**src/rtl/k007232_seq_if.sv**
```systemverilog
// Command handshake and device write-port bundle for the 007232 register sequencer.
// master = command source / device side observer, slave = the sequencer.
interface k007232_seq_if;
   logic        CMD_VALID;
   logic        CMD_READY;
   logic [1:0]  CMD_OP;
   logic        CMD_CH;
   logic [11:0] CMD_PITCH;
   logic [1:0]  CMD_MODE;
   logic [16:0] CMD_ADDR;
   logic [7:0]  CMD_VOL;
   logic        CMD_LOOP;
   logic [3:0]  AB;
   logic [7:0]  DB;
   logic        DB_OE;
   logic        DACS;
   logic        DONE;

   modport master (
      output CMD_VALID, CMD_OP, CMD_CH, CMD_PITCH, CMD_MODE, CMD_ADDR, CMD_VOL, CMD_LOOP,
      input  CMD_READY, AB, DB, DB_OE, DACS, DONE
   );

   modport slave (
      input  CMD_VALID, CMD_OP, CMD_CH, CMD_PITCH, CMD_MODE, CMD_ADDR, CMD_VOL, CMD_LOOP,
      output CMD_READY, AB, DB, DB_OE, DACS, DONE
   );
endinterface

```
**src/rtl/k007232_seq.sv**
```systemverilog
// Expands high-level channel commands into timed 007232 register writes
// (SETUP / STROBE / HOLD per write) with an active-low DACS strobe.
module k007232_seq #(
   parameter int unsigned STROBE_LEN = 2
) (
   input  logic         CLK,
   input  logic         RES,
   k007232_seq_if.slave bus
);
   localparam int unsigned CNT_W = 4;
   localparam int unsigned IDX_W = 3;

   localparam logic [1:0] OP_START  = 2'd0;
   localparam logic [1:0] OP_RETRIG = 2'd1;
   localparam logic [1:0] OP_VOLUME = 2'd2;

   typedef enum logic [1:0] {S_IDLE, S_SETUP, S_STROBE, S_HOLD} state_t;

   state_t            state_q, state_d;
   logic [IDX_W-1:0]  idx_q, idx_d;
   logic [CNT_W-1:0]  cnt_q, cnt_d;
   logic [1:0]        op_q, op_d;
   logic              ch_q, ch_d;
   logic [11:0]       pitch_q, pitch_d;
   logic [1:0]        mode_q, mode_d;
   logic [16:0]       addr_q, addr_d;
   logic [7:0]        vol_q, vol_d;
   logic [1:0]        loopsh_q, loopsh_d;
   logic [3:0]        ab_q, ab_d;
   logic [7:0]        db_q, db_d;
   logic              db_oe_q, db_oe_d;
   logic              dacs_q, dacs_d;
   logic              ready_q, ready_d;
   logic              done_q, done_d;
   logic [11:0]       word;
   logic [1:0]        loopsh_new;
   logic              last_wr;

   // {AB, DB} for write idx of a command; AB carries the device's inverted bit 0.
   function automatic logic [11:0] wr_word(
      input logic [1:0]       op,
      input logic             ch,
      input logic [IDX_W-1:0] idx,
      input logic [11:0]      pitch,
      input logic [1:0]       mode,
      input logic [16:0]      addr,
      input logic [7:0]       vol,
      input logic [1:0]       loopsh
   );
      logic [3:0] base;
      logic [3:0] n;
      logic [7:0] d;
      base = ch ? 4'd6 : 4'd0;
      n    = base;
      d    = 8'h00;
      case (op)
         OP_START: begin
            n = base + 4'(idx);
            case (idx)
               3'd0:    d = pitch[7:0];
               3'd1:    d = {2'b00, mode, pitch[11:8]};
               3'd2:    d = addr[7:0];
               3'd3:    d = addr[15:8];
               3'd4:    d = {7'b0, addr[16]};
               default: d = 8'h00;
            endcase
         end
         OP_RETRIG: n = base + 4'd5;
         OP_VOLUME: begin
            n = 4'd12;
            d = vol;
         end
         default: begin
            n = 4'd13;
            d = {6'b0, loopsh};
         end
      endcase
      return {n ^ 4'd1, d};
   endfunction

   always_ff @(posedge CLK or posedge RES) begin
      if (RES) begin
         state_q  <= S_IDLE;
         idx_q    <= '0;
         cnt_q    <= '0;
         op_q     <= '0;
         ch_q     <= 1'b0;
         pitch_q  <= '0;
         mode_q   <= '0;
         addr_q   <= '0;
         vol_q    <= '0;
         loopsh_q <= 2'b00;
         ab_q     <= 4'h0;
         db_q     <= 8'h00;
         db_oe_q  <= 1'b0;
         dacs_q   <= 1'b1;
         ready_q  <= 1'b1;
         done_q   <= 1'b0;
      end else begin
         state_q  <= state_d;
         idx_q    <= idx_d;
         cnt_q    <= cnt_d;
         op_q     <= op_d;
         ch_q     <= ch_d;
         pitch_q  <= pitch_d;
         mode_q   <= mode_d;
         addr_q   <= addr_d;
         vol_q    <= vol_d;
         loopsh_q <= loopsh_d;
         ab_q     <= ab_d;
         db_q     <= db_d;
         db_oe_q  <= db_oe_d;
         dacs_q   <= dacs_d;
         ready_q  <= ready_d;
         done_q   <= done_d;
      end
   end

   // Outputs are computed one cycle ahead so every pin comes straight from a flop.
   always_comb begin
      state_d    = state_q;
      idx_d      = idx_q;
      cnt_d      = cnt_q;
      op_d       = op_q;
      ch_d       = ch_q;
      pitch_d    = pitch_q;
      mode_d     = mode_q;
      addr_d     = addr_q;
      vol_d      = vol_q;
      loopsh_d   = loopsh_q;
      ab_d       = ab_q;
      db_d       = db_q;
      db_oe_d    = db_oe_q;
      dacs_d     = dacs_q;
      ready_d    = ready_q;
      done_d     = 1'b0;
      word       = 12'h000;
      loopsh_new = loopsh_q;
      last_wr    = 1'b0;

      case (state_q)
         S_IDLE: begin
            if (bus.CMD_VALID && ready_q) begin
               op_d    = bus.CMD_OP;
               ch_d    = bus.CMD_CH;
               pitch_d = bus.CMD_PITCH;
               mode_d  = bus.CMD_MODE;
               addr_d  = bus.CMD_ADDR;
               vol_d   = bus.CMD_VOL;
               if (bus.CMD_OP == 2'd3) begin
                  loopsh_new[bus.CMD_CH] = bus.CMD_LOOP;
               end
               loopsh_d = loopsh_new;
               word     = wr_word(bus.CMD_OP, bus.CMD_CH, '0, bus.CMD_PITCH, bus.CMD_MODE,
                                  bus.CMD_ADDR, bus.CMD_VOL, loopsh_new);
               idx_d    = '0;
               ab_d     = word[11:8];
               db_d     = word[7:0];
               db_oe_d  = 1'b1;
               ready_d  = 1'b0;
               state_d  = S_SETUP;
            end
         end
         S_SETUP: begin
            cnt_d   = '0;
            dacs_d  = 1'b0;
            state_d = S_STROBE;
         end
         S_STROBE: begin
            if (cnt_q == CNT_W'(STROBE_LEN - 1)) begin
               dacs_d  = 1'b1;
               state_d = S_HOLD;
            end else begin
               cnt_d = cnt_q + CNT_W'(1);
            end
         end
         S_HOLD: begin
            last_wr = (op_q != OP_START) || (idx_q == IDX_W'(5));
            if (!last_wr) begin
               idx_d   = idx_q + IDX_W'(1);
               word    = wr_word(op_q, ch_q, idx_q + IDX_W'(1), pitch_q, mode_q, addr_q,
                                 vol_q, loopsh_q);
               ab_d    = word[11:8];
               db_d    = word[7:0];
               state_d = S_SETUP;
            end else begin
               db_oe_d = 1'b0;
               ready_d = 1'b1;
               done_d  = 1'b1;
               state_d = S_IDLE;
            end
         end
         default: state_d = S_IDLE;
      endcase
   end

   assign bus.CMD_READY = ready_q;
   assign bus.AB        = ab_q;
   assign bus.DB        = db_q;
   assign bus.DB_OE     = db_oe_q;
   assign bus.DACS      = dacs_q;
   assign bus.DONE      = done_q;
endmodule

```
**src/flat_wrapper.sv**
```systemverilog
// flat-port wrapper written by rule: the top's interface ports become plain ports
module k007232_seq_flat 
#(
   parameter int unsigned STROBE_LEN = 2
)
  (CLK, RES, bus_CMD_VALID, bus_CMD_OP, bus_CMD_CH, bus_CMD_PITCH, bus_CMD_MODE, bus_CMD_ADDR, bus_CMD_VOL, bus_CMD_LOOP, bus_CMD_READY, bus_AB, bus_DB, bus_DB_OE, bus_DACS, bus_DONE);
  k007232_seq_if bus_i ();
  input  logic CLK;
  input  logic RES;
  input wire logic [$bits(bus_i.CMD_VALID)-1:0] bus_CMD_VALID;
  input wire logic [$bits(bus_i.CMD_OP)-1:0] bus_CMD_OP;
  input wire logic [$bits(bus_i.CMD_CH)-1:0] bus_CMD_CH;
  input wire logic [$bits(bus_i.CMD_PITCH)-1:0] bus_CMD_PITCH;
  input wire logic [$bits(bus_i.CMD_MODE)-1:0] bus_CMD_MODE;
  input wire logic [$bits(bus_i.CMD_ADDR)-1:0] bus_CMD_ADDR;
  input wire logic [$bits(bus_i.CMD_VOL)-1:0] bus_CMD_VOL;
  input wire logic [$bits(bus_i.CMD_LOOP)-1:0] bus_CMD_LOOP;
  output wire logic [$bits(bus_i.CMD_READY)-1:0] bus_CMD_READY;
  output wire logic [$bits(bus_i.AB)-1:0] bus_AB;
  output wire logic [$bits(bus_i.DB)-1:0] bus_DB;
  output wire logic [$bits(bus_i.DB_OE)-1:0] bus_DB_OE;
  output wire logic [$bits(bus_i.DACS)-1:0] bus_DACS;
  output wire logic [$bits(bus_i.DONE)-1:0] bus_DONE;
  assign bus_i.CMD_VALID = bus_CMD_VALID;
  assign bus_i.CMD_OP = bus_CMD_OP;
  assign bus_i.CMD_CH = bus_CMD_CH;
  assign bus_i.CMD_PITCH = bus_CMD_PITCH;
  assign bus_i.CMD_MODE = bus_CMD_MODE;
  assign bus_i.CMD_ADDR = bus_CMD_ADDR;
  assign bus_i.CMD_VOL = bus_CMD_VOL;
  assign bus_i.CMD_LOOP = bus_CMD_LOOP;
  assign bus_CMD_READY = bus_i.CMD_READY;
  assign bus_AB = bus_i.AB;
  assign bus_DB = bus_i.DB;
  assign bus_DB_OE = bus_i.DB_OE;
  assign bus_DACS = bus_i.DACS;
  assign bus_DONE = bus_i.DONE;
  k007232_seq #(.STROBE_LEN(STROBE_LEN)) u_core (.CLK(CLK), .RES(RES), .bus(bus_i));
endmodule
```
**config.mk**
```make
export PLATFORM = sky130hd
export DESIGN_NAME = k007232_seq_flat
export DESIGN_NICKNAME = d
export VERILOG_FILES = /design/src/rtl/k007232_seq_if.sv /design/src/rtl/k007232_seq.sv /design/src/flat_wrapper.sv
export SDC_FILE = /design/constraint.sdc
export NUM_CORES = 1
export LEC_CHECK = 0
export ABC_AREA = 1
export CAP_MARGIN = 40
export CORE_ASPECT_RATIO = 2
export CORE_MARGIN = 1.5
export CORE_UTILIZATION = 40
export CTS_CLUSTER_SIZE = 12
export DETAILED_ROUTE_END_ITERATION = 8
export GPL_TIMING_DRIVEN = 0
export MAX_ROUTING_LAYER = met4
export SYNTH_ARGS = -nofsm -noshare
export SYNTH_HDL_FRONTEND = slang
export SYNTH_SLANG_ARGS = --single-unit
```
**constraint.sdc**
```tcl
create_clock -name CLK -period 3.1 [get_ports CLK]
set_input_delay 0.62 -clock CLK [delete_from_list [all_inputs] [get_ports CLK]]
set_output_delay 0.62 -clock CLK [all_outputs]
set_load 0.1 [all_outputs]
```
Word-level counts from Yosys, hierarchy flattened. Index checks and enable logic that the tools add are counted.

Register bits: 69. Input port bits: 46. Output and inout bits: 16. Logic and storage cells: 100.

Add/sub/neg operators: 5. Order comparisons: 2. Equality and inequality tests: 19. Muxes and demuxes: 40. Bitwise gates (word level): 2. Reductions and logical operators: 16.

Operator list (number): case mux 8 bit (3 select lines) (2); case mux 8 bit (5 select lines) (1); 2-to-1 mux 4 bit (7); case mux 4 bit (3 select lines) (2); 2-to-1 mux 8 bit (2); case mux 4 bit (2 select lines) (2); case mux 8 bit (2 select lines) (1); 2-to-1 mux 3 bit (4); == test 2 bit (second input constant) (5); 2-to-1 mux 1 bit (9); adder 4 x 3 -> 4 bit (second input constant) (2); case mux 2 bit (4 select lines) (1); AND reduction 2 bit (4); == test 2 x 1 -> 1 bit (second input constant) (3); == test 3 x 2 -> 1 bit (second input constant) (2); == test 3 bit (second input constant) (2); logical NOT 2 bit (3); 2-to-1 mux 2 bit (3); != test 2 x 1 -> 1 bit (second input constant) (3); case mux 1 bit (2 select lines) (3); case mux 3 bit (2 select lines) (1); AND reduction 3 bit (2); nonzero test 2 bit (3); adder 4 x 1 -> 4 bit (second input constant) (1); other kinds (13) (16).

Longest topological paths before layout. Gate-level depths: netlist of the first run.

Word-level depth: 9. Gate-level depth with buffers: 12. Gate-level depth less buffers: 12.

Least setup slack after synthesis of the first run. OpenSTA, ideal clock, no wires.

Path type: reg2reg. Start point: register u_core.idx_q[0]. End point: register u_core.ab_q[2] (netlist: u_core.bus.AB[2]). Library setup time: 0.125 ns. Arrival time: 1.856 ns. Required time: 2.975 ns. Slack: 1.120 ns. Cell stages (with the launch flop): 10. Period minus slack after synthesis: 1.980 ns. Path through: dfrtp_1 > ha_1 > inv_1 > nand2_1 > nand2_1 > buf_2 > o21ai_0 > fa_1 > o22ai_1 > o21ai_1.

Word-level cells in the longest chain between the ends: 7. Elaborated cells between the ends (all ways): 11. Those cells by class: add/sub: 2; eq/ne: 2; mux: 5; reduce/logical: 2.

RTL lines: start, declared (RTL line k007232_seq.sv:20) `logic [IDX_W-1:0] idx_q, idx_d;`; start signal, assigned (RTL line k007232_seq.sv:101) `idx_q <= idx_d;`; adder 3 x 1 -> 3 bit (RTL line k007232_seq.sv:181) `word = wr_word(op_q, ch_q, idx_q + IDX_W'(1), pitch_q, mode_q, addr_q,`; adder 4 x 3 -> 4 bit (RTL line k007232_seq.sv:58) `n = base + 4'(idx);`; case mux 4 bit (3 select lines) (RTL line k007232_seq.sv:56) `case (op)`; 2-to-1 mux 4 bit (RTL line k007232_seq.sv:179) `if (!last_wr) begin`; 2-to-1 mux 4 bit (RTL line k007232_seq.sv:141) `case (state_q)`; 2-to-1 mux 4 bit (RTL line k007232_seq.sv:179); case mux 4 bit (2 select lines) (RTL line k007232_seq.sv:141); end signal, assigned (RTL line k007232_seq.sv:93) `ab_q <= 4'h0;`; end signal, assigned (RTL line k007232_seq.sv:110) `ab_q <= ab_d;`; end, declared (RTL line k007232_seq.sv:29) `logic [3:0] ab_q, ab_d;`.

Parallel ways exist; a longest one is shown, timed or not. The select of a mux whose other input is x is not followed. A chain may end at the register's enable or synchronous reset.

Worst setup path in the final report of the first run. Same ends and word-level chain as after synthesis.

==> out/qor.csv, run 1 <==
stage;metric;value;unit
outcome;status;finished clean;
detailed_routing;wl_per_cell;15.69;um
logic_synthesis;synth-adder-area-share;5.132;%
logic_synthesis;synth-async-reset-ratio;100.0;%
floorplanning;rows;48;
logic_synthesis;synth.net_count;478;
setup_path;worstSetupStartpointType;register;
floorplanning;start_util;41.16;%
clock_tree;postCtsSetupBuffers;0;
clock_tree;clk_latency;0.34;ns
logic_synthesis;yosysTopAreaCell;dfrtp_1;
power_and_ir_drop;power.total;2043;uW
global_routing;grt_max_degree;50;
clock_tree;cts.reportedPaths.clkPinSlew;0.06;ns
place;finalWeightedCongestion;0.8546;
clock_tree;numCtsBuffers;9;
logic_synthesis;synth_top_area_share;47.10;%
finish;fin_area;4860;um^2
timing;period_needed;2.235;ns
timing;rsz0062_at_grt;false;
power_and_ir_drop;p_clk_share;50.4;%
logic_synthesis;synth_area;3560;um^2
finish;fillers;799;
place;pre_cts_ws;0.7027;ns
logic_synthesis;synthTopCellsByCount;nand2_1, dfrtp_1, inv_1, o21ai_0, nand3_1;
timing;slew_headroom;57.25;%
logic_synthesis;avgSynthCellArea;8.516;um^2
timing;finalHoldViolCount;0;
finish;drive_above_1_share;13.31;%
timing;clock-skew-final;0.007016;ns
floorplanning;die_x;69.71;um
setup_path;worst-setup-path-type;reg2reg;
detailed_routing;drtIter0Drc;124;
clock_tree;cts-root-buf;clkbuf_16;
timing;tightest_slew;0.6412;ns
global_routing;antenna_found_initial;0;
clock_tree;cts_resized;0;
detailed_routing;num_vias;3141;
logic_synthesis;synth_seq_cells;69;
logic_synthesis;yosysWarnings;0;
floorplanning;dieArea;9508;um^2
timing;post-route-period-util;72.10;%
setup_path;worstPathRequired;3.33;ns
finish;nets;567;
floorplanning;num_io_pins;62;
floorplanning;die_h;136.4;um
hold_path;min-delay-path-class;reg2reg;
detailed_routing;drc;0;
power_and_ir_drop;p_switching;415.7;uW
logic_synthesis;synthSimpleGateAreaFrac;20.11;%
job;maxCapViolCount;0;
power_and_ir_drop;p_int;1627;uW
detailed_routing;first_pass_iters;5;
timing;max_freq;447.4;MHz
detailed_routing;ant_nets;0;
detailed_routing;wirelength;9.584;mm
setup_path;arrival;2.46;ns
detailed_routing;via_per_inst;5.141;
finish;area_growth;36.52;%
power_and_ir_drop;power.leakage;0.002397;uW
clock_tree;cts_max_level;3;
timing;setup_ws;0.8649;ns
floorplanning;core-area;8648;um^2
power_and_ir_drop;powerDensity;420.3;nW/um^2
setup_path;path_max_fanout;10;
setup_path;cp-end-kind;register;
clock_tree;cts_tree;yes;
global_routing;track_usage;22.24;%
logic_synthesis;synthTopCellsByArea;dfrtp_1, nand2_1, mux2_2;
global_routing;first_global_vias;3217;
logic_synthesis;ys_types;31;
timing;slew_violations;0;
logic_synthesis;synth_mux_area_share;6.327;%
global_routing;overflow;0;
power_and_ir_drop;p_comb_share;5.5;%
logic_synthesis;synth-compound-area-share;11.99;%
clock_tree;hold_buffers;0;
finish;utilization;56.19;%
power_and_ir_drop;swShare;20.35;%
logic_synthesis;yosysMostFrequentCell;nand2_1;
logic_synthesis;synth-xor-area-share;0;%
place;hpwl;7.370;mm
finish;antenna_cells;0;
logic_synthesis;ys.flop_type;dfrtp_1;
logic_synthesis;syn-instance-count;418;
global_routing;grt_pass1_wl;15.72;mm
logic_synthesis;ys_seq_area_share;48.58;%
place;placed_area;4566;um^2
power_and_ir_drop;vdd_ir_drop_max;0.0003212;V
clock_tree;cts.sinks;69;
power_and_ir_drop;p_seq_share;44.1;%
logic_synthesis;synth-edff-count;0;
logic_synthesis;synth_top_family_by_area;simple AND/OR/NAND/NOR gates;
clock_tree;clk_path_buf_depth;2;
timing;final-setup-viol-count;0;
place;port_buffers;61;
worst max-delay path, cell delays in order (launching register included):
cell and delay [ns]:
dfrtp_1 0.44, ha_1 0.23, inv_1 0.05, nand2_1 0.04, nand2_1 0.20, buf_2 0.28
o21ai_0 0.16, fa_1 0.47, o22ai_1 0.17, o21ai_1 0.08
power groups by stage:
| stage | clock network [uW] | registers [uW] | logic [uW] |
|---|---|---|---|
| detailed placement | 0 | 917 | 114 |
| finish | 1030 | 902 | 112 |
| global placement | 0 | 917 | 108 |
| floorplan | 0 | 917 | 36.2 |
| CTS | 1040 | 901 | 114 |
| global route | 1070 | 901 | 124 |
through the flow:
| step | setup TNS (ns) | hold slack [ns] | std cells |
|---|---|---|---|
| floorplan | 0 | 0.4530 | 418 |
| global placement | -33.28 | 0.4635 | 579 |
| detailed placement | 0 | 0.4696 | 596 |
| CTS | 0 | 0.4836 | 611 |
| global route | 0 | 0.4986 | 611 |
| finish | 0 | 0.4790 | 611 |
final cells by class:
type / instances / area [um^2] / area share [%]
clock inverter: 1 / 30.03 / 0.6179
timing repair buffer: 78 / 878.3 / 18.07
tap: 100 / 125.1 / 2.575
sequential: 69 / 1729 / 35.58
multi-input combinational: 279 / 1550 / 31.90
inverter: 56 / 212.7 / 4.377
clock buffer: 14 / 264.0 / 5.433
buffer: 14 / 70.07 / 1.442
layout by cell type (no fill, tap or decap), types with 5 or more instances in the layout:
cell and count:
nand2_1 101, dfrtp_1 67, clkdlybuf4s50_1 61, inv_1 50
o21ai_0 37, nand3_1 34, nor2_1 27, mux2_2 20
buf_8 16, a21oi_1 13, o22ai_1 13, ha_1 13
clkbuf_1 10, clkbuf_16 9, buf_2 5
path summary, 6_finish.rpt:
kind                                                   start                               end  slack (ns)  cells after the start
max in group asynchronous                                RES  u_core.bus.CMD_READY$_DFFE_PP1P_        1.95                      3
min in group asynchronous                                RES       u_core.cnt_q[0]$_DFFE_PP0P_        0.59                      2
worst min register to register  u_core.bus.DB[5]$_DFFE_PP0P_      u_core.bus.DB[5]$_DFFE_PP0P_        0.48                      2
worst min-delay path            u_core.bus.DB[5]$_DFFE_PP0P_      u_core.bus.DB[5]$_DFFE_PP0P_        0.48                      2
worst max-delay path             u_core.idx_q[0]$_DFFE_PP0P_      u_core.bus.AB[2]$_DFFE_PP0P_        0.86                      9
worst max register to register   u_core.idx_q[0]$_DFFE_PP0P_      u_core.bus.AB[2]$_DFFE_PP0P_        0.86                      9
sequential cells by signal (all words and copies together) (netlist names), 2 cells and up:
| signal | cells |
|---|---|
| u_core.loopsh_q | 2 |
| u_core.op_q | 2 |
| u_core.addr_q | 17 |
| u_core.pitch_q | 12 |
| u_core.cnt_q | 4 |
| u_core.bus.AB | 4 |
| u_core.mode_q | 2 |
| u_core.vol_q | 8 |
| u_core.idx_q | 3 |
| u_core.state_q | 2 |
| u_core.bus.DB | 8 |
layer usage:
layer  vias up  track usage, %  part of all wire, %
li1       1546               -                    -
met3        26           4.299                  3.9
met5         -               -                    0
met4         0           11.65                  4.1
met1      1478           22.60                   38
met2        91           40.06                   54
cell families (layout without fill, tap and decap cells):
family          after synthesis  count (layout)
mux                          20              20
simple gates                169             169
compound gates               76              76
fa+ha+maj                    14              14
flops                        69              69
buf+inv                      70             163
Power figures use the tool's default switching activity.
==> run 2, diff against run 1 <==
==> constraint.sdc (replaced) <==
create_clock -name CLK -period 2.1 [get_ports CLK]
set_input_delay 0.42 -clock CLK [delete_from_list [all_inputs] [get_ports CLK]]
set_output_delay 0.42 -clock CLK [all_outputs]
set_load 0.1 [all_outputs]
==> run 2 against run 1 <==
Net effect: sequential share of layout area shrank 0.56 points; highest routed layer unchanged; largest power group unchanged; critical endpoint is now bus_CMD_READY; die area is the same; power grew 46%; worst hold slack lost 0.012 ns.
==> out/qor.csv, run 2 (synthesized netlist as in run 1, its figures left out) <==
stage;metric;value;unit
detailed_routing;wl_per_cell;15.29;um
timing;final-setup-viol-count;0;
timing;max_freq;493.5;MHz
hold_path;min-delay-path-class;in2async;
floorplanning;die_x;69.71;um
floorplanning;num_io_pins;62;
clock_tree;cts.reportedPaths.clkPinSlew;0.06;ns
finish;utilization;57.13;%
global_routing;track_usage;22.18;%
finish;seqCellArea;1730;um^2
place;port_buffers;61;
detailed_routing;first_pass_iters;4;
timing;slew_headroom;61.68;%
place;finalWeightedCongestion;0.9057;
finish;area_growth;38.80;%
outcome;status;finished clean;
timing;setup_ws;0.07355;ns
setup_path;arrival;1.61;ns
floorplanning;die_h;136.4;um
setup_path;cp-end-kind;output pin;
finish;final_cell_mix;nand2_1, dfrtp_1, clkdlybuf4s50_1;
place;dp.cells;597;
detailed_routing;via_per_inst;5.107;
finish;drive_above_1_share;15.89;%
finish;fillers;801;
setup_path;worst-setup-path-type;reg2out;
setup_path;path_buf_inv;2;
finish;largest_reg_flops;17;
finish;reg_top3;u_core.addr_q (17), u_core.pitch_q (12);
detailed_routing;num_vias;3146;
floorplanning;rows;48;
clock_tree;cts.sinks;69;
power_and_ir_drop;power.leakage;0.002440;uW
timing;rsz0062_at_grt;true;
global_routing;first_global_vias;3199;
timing;slew_violations;0;
timing;period_needed;2.026;ns
setup_path;worstSetupStartpointType;register;
timing;finalHoldViolCount;0;
detailed_routing;wirelength;9.418;mm
setup_path;crit_family;buffers and inverters;
clock_tree;clk_latency;0.34;ns
floorplanning;start_util;41.16;%
clock_tree;hold_buffers;0;
global_routing;grt_pass1_wl;15.65;mm
finish;antenna_cells;0;
power_and_ir_drop;vdd_ir_drop_max;0.0005147;V
setup_path;slowest_delay;0.55;ns
clock_tree;clk_path_buf_depth;2;
setup_path;worst-r2r-setup-slack;0.11;ns
setup_path;path_max_fanout;4;
finish;regMostFlops;u_core.addr_q;
global_routing;overflow;0;
clock_tree;cts_tree;yes;
place;hpwl;7.312;mm
finish;layout.cells.non_filler;616;
timing;post-route-period-util;96.50;%
finish;final_common_cell;nand2_1;
power_and_ir_drop;powerDensity;605.1;nW/um^2
floorplanning;core-area;8648;um^2
floorplanning;dieArea;9508;um^2
setup_path;worstPathRequired;1.68;ns
setup_path;cp_slowest_cell;dfstp_2;
job;maxCapViolCount;0;
place;pre_cts_ws;-0.2493;ns
detailed_routing;drtIter0Drc;215;
finish;nets;571;
detailed_routing;drc;0;
clock_tree;numCtsBuffers;9;
global_routing;grt_max_degree;26;
timing;clock-skew-final;0.007129;ns
finish;multi_input_area;1564;um^2
setup_path;path_cells;clkdlybuf4s50_1 -> buf_8;
detailed_routing;ant_nets;0;
clock_tree;cts_max_level;3;
global_routing;antenna_found_initial;0;
timing;tightest_slew;0.5748;ns
clock_tree;cts-root-buf;clkbuf_16;
[run 2: per-stage QoR]
step,hold slack (ns),total power [uW],instance area [um^2],setup TNS (ns)
6_report,0.4667,2990,4941,0
5_1_grt,0.5158,3096,4941,0
2_1_floorplan,0.4530,1408,3563,0
3_3_place_gp,0.4662,1514,4299,-0.9288
4_1_cts,0.4828,3019,4891,0
3_5_place_dp,0.4671,1523,4579,-0.4642
[run 2: final cells by class]
type                    instances  area share, %
plain buffers                  14          1.697
clock buffers                  13          5.672
clock inverters                 3         0.3545
inverters                      56          4.330
multi-input cells             279          31.65
flip-flops and latches         69          35.02
well taps                     100          2.532
repair buffers                 82          18.74
[run 2: path summary, 6_finish.rpt]
| kind | start | end | cells after the start |
|---|---|---|---|
| hold / removal | RES | u_core.cnt_q[0]$_DFFE_PP0P_ | 2 |
| setup reg to reg | u_core.idx_q[0]$_DFFE_PP0P_ | u_core.bus.AB[2]$_DFFE_PP0P_ | 8 |
| hold reg to reg | u_core.bus.DB[3]$_DFFE_PP0P_ | u_core.bus.DB[3]$_DFFE_PP0P_ | 2 |
| max in group asynchronous | RES | u_core.bus.CMD_READY$_DFFE_PP1P_ | 3 |
| min in group CLK | u_core.bus.DB[3]$_DFFE_PP0P_ | u_core.bus.DB[3]$_DFFE_PP0P_ | 2 |
| setup / recovery | u_core.bus.CMD_READY$_DFFE_PP1P_ | bus_CMD_READY | 2 |
[run 2: repair_timing]
item | 4_1_cts | 5_1_grt
pin swaps | 0 | 1
resized for setup | 4 | 11
hold endpoints to repair | 0 | 0
cloned | 0 | 0
buffers inserted | 0 | 3
setup endpoints to repair | 2 | 19
[run 2: report_power, final]
group / internal [uW] / switching, uW
Combinational: 94.8 / 73.8
Clock: 924 / 567
Sequential: 1330 / 0
[run 2: worst register-to-register path: cells and delay by family (launching register included)]
family	cells	cell delay, ns
flip-flops	1	0.44
buffers and inverters	2	0.25
adder cells (fa/ha/maj)	3	0.88
AO/OA/AOI/OAI	3	0.31
[run 2: routing by layer]
metal | GRT usage (%) | up-vias | part of all wire [%]
met2 | 39.96 | 78 | 57
li1 | - | 1551 | -
met5 | - | - | 0
met1 | 23.22 | 1501 | 38
met4 | 11.11 | 0 | 2.3
met3 | 3.558 | 16 | 3.5
==> run 3, diff against run 2 <==
--- a/config.mk
+++ b/config.mk
@@ -9,7 +9,7 @@
 export CAP_MARGIN = 40
 export CORE_ASPECT_RATIO = 2
 export CORE_MARGIN = 1.5
-export CORE_UTILIZATION = 40
+export CORE_UTILIZATION = 35
 export CTS_CLUSTER_SIZE = 12
 export DETAILED_ROUTE_END_ITERATION = 8
 export GPL_TIMING_DRIVEN = 0
==> constraint.sdc (replaced) <==
create_clock -name CLK -period 2.1 [get_ports CLK]
set_input_delay 0.42 -clock CLK [delete_from_list [all_inputs] [get_ports CLK]]
set_output_delay 0.42 -clock CLK [all_outputs]
set_load 0.02 [all_outputs]
==> run 3 against run 2 <==
Net effect: combinational power down 2%; fmax is 3.0% higher; setup slack better by 0.060 ns; largest power group unchanged; via count fell by 0.35%; register-to-register slack improved by 0.02 ns; sequential power hardly changed; clock power down 6%; first-iteration DRC count fell by 3.3%; wire length is 1.7% higher.
==> out/qor.csv, run 3 (synthesized netlist as in run 1, its figures left out) <==
stage;metric;value;unit
timing;period_needed;1.967;ns
finish;regMostFlops;u_core.addr_q;
setup_path;r2r_cells;8;
hold_path;min-delay-path-class;reg2reg;
floorplanning;die_h;145.6;um
detailed_routing;drc;0;
global_routing;use_met2;34.29;%
detailed_routing;wirelength;9.577;mm
place;placed_area;4359;um^2
timing;slew_violations;0;
clock_tree;cts_max_level;3;
finish;nets;554;
global_routing;use_met3;2.493;%
floorplanning;start_util;36.22;%
place;hpwl;7.441;mm
timing;setup_ws;0.1332;ns
setup_path;cp_common_cell;ha_1;
setup_path;worst-r2r-setup-slack;0.13;ns
clock_tree;clk_path_buf_depth;2;
clock_tree;cts.reportedPaths.clkPinSlew;0.05;ns
floorplanning;dieArea;10820;um^2
setup_path;worstPathRequired;2.33;ns
setup_path;cp-end-kind;register;
setup_path;cp_slowest_cell;fa_1;
floorplanning;num_io_pins;62;
place;port_buffers;61;
hold_path;hold_depth;2;
finish;final_cell_mix;nand2_1, dfrtp_1, clkdlybuf4s50_1;
power_and_ir_drop;power.leakage;0.002285;uW
place;pre_cts_ws;-0.1979;ns
setup_path;r2r-start;u_core.idx_q[0]$_DFFE_PP0P_;
detailed_routing;ant_nets;0;
setup_path;worst_r2r_endpoint;u_core.bus.AB[2]$_DFFE_PP0P_;
outcome;status;finished clean;
clock_tree;cts.sinks;69;
floorplanning;core-area;9827;um^2
power_and_ir_drop;swShare;21.10;%
timing;final-setup-viol-count;0;
global_routing;grt_max_degree;38;
global_routing;use_met1;20.89;%
place;finalWeightedCongestion;0.8623;
detailed_routing;drtIter0Drc;208;
setup_path;path_cells;inv_2 -> ha_1 -> inv_1 -> a21oi_1 -> ha_1 -> fa_1 -> o22ai_1 -> o21ai_1;
setup_path;slowest_delay;0.46;ns
global_routing;track_usage;19.93;%
timing;max_freq;508.4;MHz
timing;clock-skew-final;0.005899;ns
timing;finalHoldViolCount;0;
global_routing;antenna_found_initial;0;
timing;tns;0;ns
setup_path;arrival;2.19;ns
floorplanning;die_x;74.31;um
finish;area_growth;31.32;%
floorplanning;rows;51;
setup_path;path_max_fanout;5;
finish;final_common_cell;nand2_1;
clock_tree;numCtsBuffers;9;
finish;fin_area;4674;um^2
setup_path;worstSetupStartpointType;register;
power_and_ir_drop;p_comb_share;5.7;%
power_and_ir_drop;p_int;2285;uW
finish;reg_top3;u_core.addr_q (17), u_core.pitch_q (12);
detailed_routing;via_per_inst;4.968;
global_routing;grt_pass1_wl;15.71;mm
job;maxCapViolCount;0;
clock_tree;cts_tree;yes;
finish;drive_above_1_share;12.22;%
hold_path;min-delay-start;u_core.bus.DB[2]$_DFFE_PP0P_;
global_routing;first_global_vias;3202;
timing;post-route-period-util;93.66;%
finish;fillers;1010;
detailed_routing;num_vias;3135;
power_and_ir_drop;p_switching;611.1;uW
power_and_ir_drop;p_seq_share;46.0;%
power_and_ir_drop;p_clk_share;48.3;%
power_and_ir_drop;powerDensity;619.5;nW/um^2
hold_path;min_to;u_core.bus.DB[2]$_DFFE_PP0P_;
timing;slew_headroom;50.08;%
detailed_routing;first_pass_iters;4;
finish;antenna_cells;0;
setup_path;worst-setup-path-type;reg2reg;
timing;rsz0062_at_grt;false;
global_routing;overflow;0;
clock_tree;cts-root-buf;clkbuf_16;
detailed_routing;wl_per_cell;15.18;um
timing;tightest_slew;0.7472;ns
clock_tree;clk_latency;0.34;ns
power_and_ir_drop;vdd_ir_drop_max;0.0004055;V
finish;largest_reg_flops;17;
global_routing;top_usage_layer;met2;
==> run 3: power groups by stage <==
| stage | clock network (uW) | registers, uW | logic, uW |
|---|---|---|---|
| 2_1_floorplan | 0 | 1350 | 53.8 |
| 3_3_place_gp | 0 | 1350 | 163 |
| 3_5_place_dp | 0 | 1350 | 168 |
| 4_1_cts | 1420 | 1330 | 168 |
| 5_1_grt | 1470 | 1330 | 184 |
| 6_report | 1400 | 1330 | 165 |
==> run 3: what timing repair did <==
action / CTS / global route
resized for setup: 4 / 8
setup buffers: 0 / 3
hold buffers: 0 / 0
pin swaps: 0 / 2
endpoints found under the setup margin: 2 / 17
==> run 3: cell type report <==
class / instances / area, um^2 / area share, %
sequential: 69 / 1730 / 37.02
multi-input combinational: 279 / 1560 / 33.38
timing repair buffer: 65 / 653.1 / 13.97
clock buffer: 15 / 267.8 / 5.728
inverter: 56 / 214.0 / 4.577
tap: 132 / 165.2 / 3.533
buffer: 14 / 78.83 / 1.686
clock inverter: 1 / 5.005 / 0.1071
==> run 3: worst max-delay path: cells and delay by family (launching register included) <==
family / cells / cell delay, ns
compound gates: 3 / 0.33
fa+ha+maj: 3 / 0.89
buf+inv: 2 / 0.19
flops: 1 / 0.44
==> run 3: worst max-delay path by stage <==
| stage | startpoint | endpoint | slack, ns | depth (start not counted) |
|---|---|---|---|---|
| finish | u_core.idx_q[0]$_DFFE_PP0P_ | u_core.bus.AB[2]$_DFFE_PP0P_ | 0.13 | 8 |
| global route | u_core.idx_q[1]$_DFFE_PP0P_ | u_core.bus.AB[2]$_DFFE_PP0P_ | 0.002 | 8 |
| CTS | u_core.idx_q[0]$_DFFE_PP0P_ | u_core.bus.AB[2]$_DFFE_PP0P_ | 0.02 | 9 |
| detailed placement | u_core.idx_q[0]$_DFFE_PP0P_ | u_core.bus.AB[2]$_DFFE_PP0P_ | -0.20 | 9 |
| global placement | u_core.idx_q[0]$_DFFE_PP0P_ | u_core.bus.AB[2]$_DFFE_PP0P_ | -0.19 | 9 |
| floorplan | u_core.idx_q[0]$_DFFE_PP0P_ | u_core.bus.AB[2]$_DFFE_PP0P_ | 0.12 | 9 |
==> run 3: layer usage <==
layer / vias up / share of wire, % / wire length [um]
li1: 1526 / - / -
met1: 1481 / 37 / 3551
met2: 99 / 55 / 5226
met3: 29 / 3.4 / 323
met4: 0 / 5.0 / 476
met5: - / 0 / 0
==> run 3: metrics by stage <==
stage          instances  power, uW  hold slack [ns]  util (%)
3_5_place_dp         612       1522           0.4690     44.36
6_report             631       2896           0.4793     47.57
5_1_grt              631       2987           0.4998     47.57
4_1_cts              628       2923           0.4837     47.28
3_3_place_gp         611       1517           0.4661     44.16
2_1_floorplan        418       1408           0.4530         -
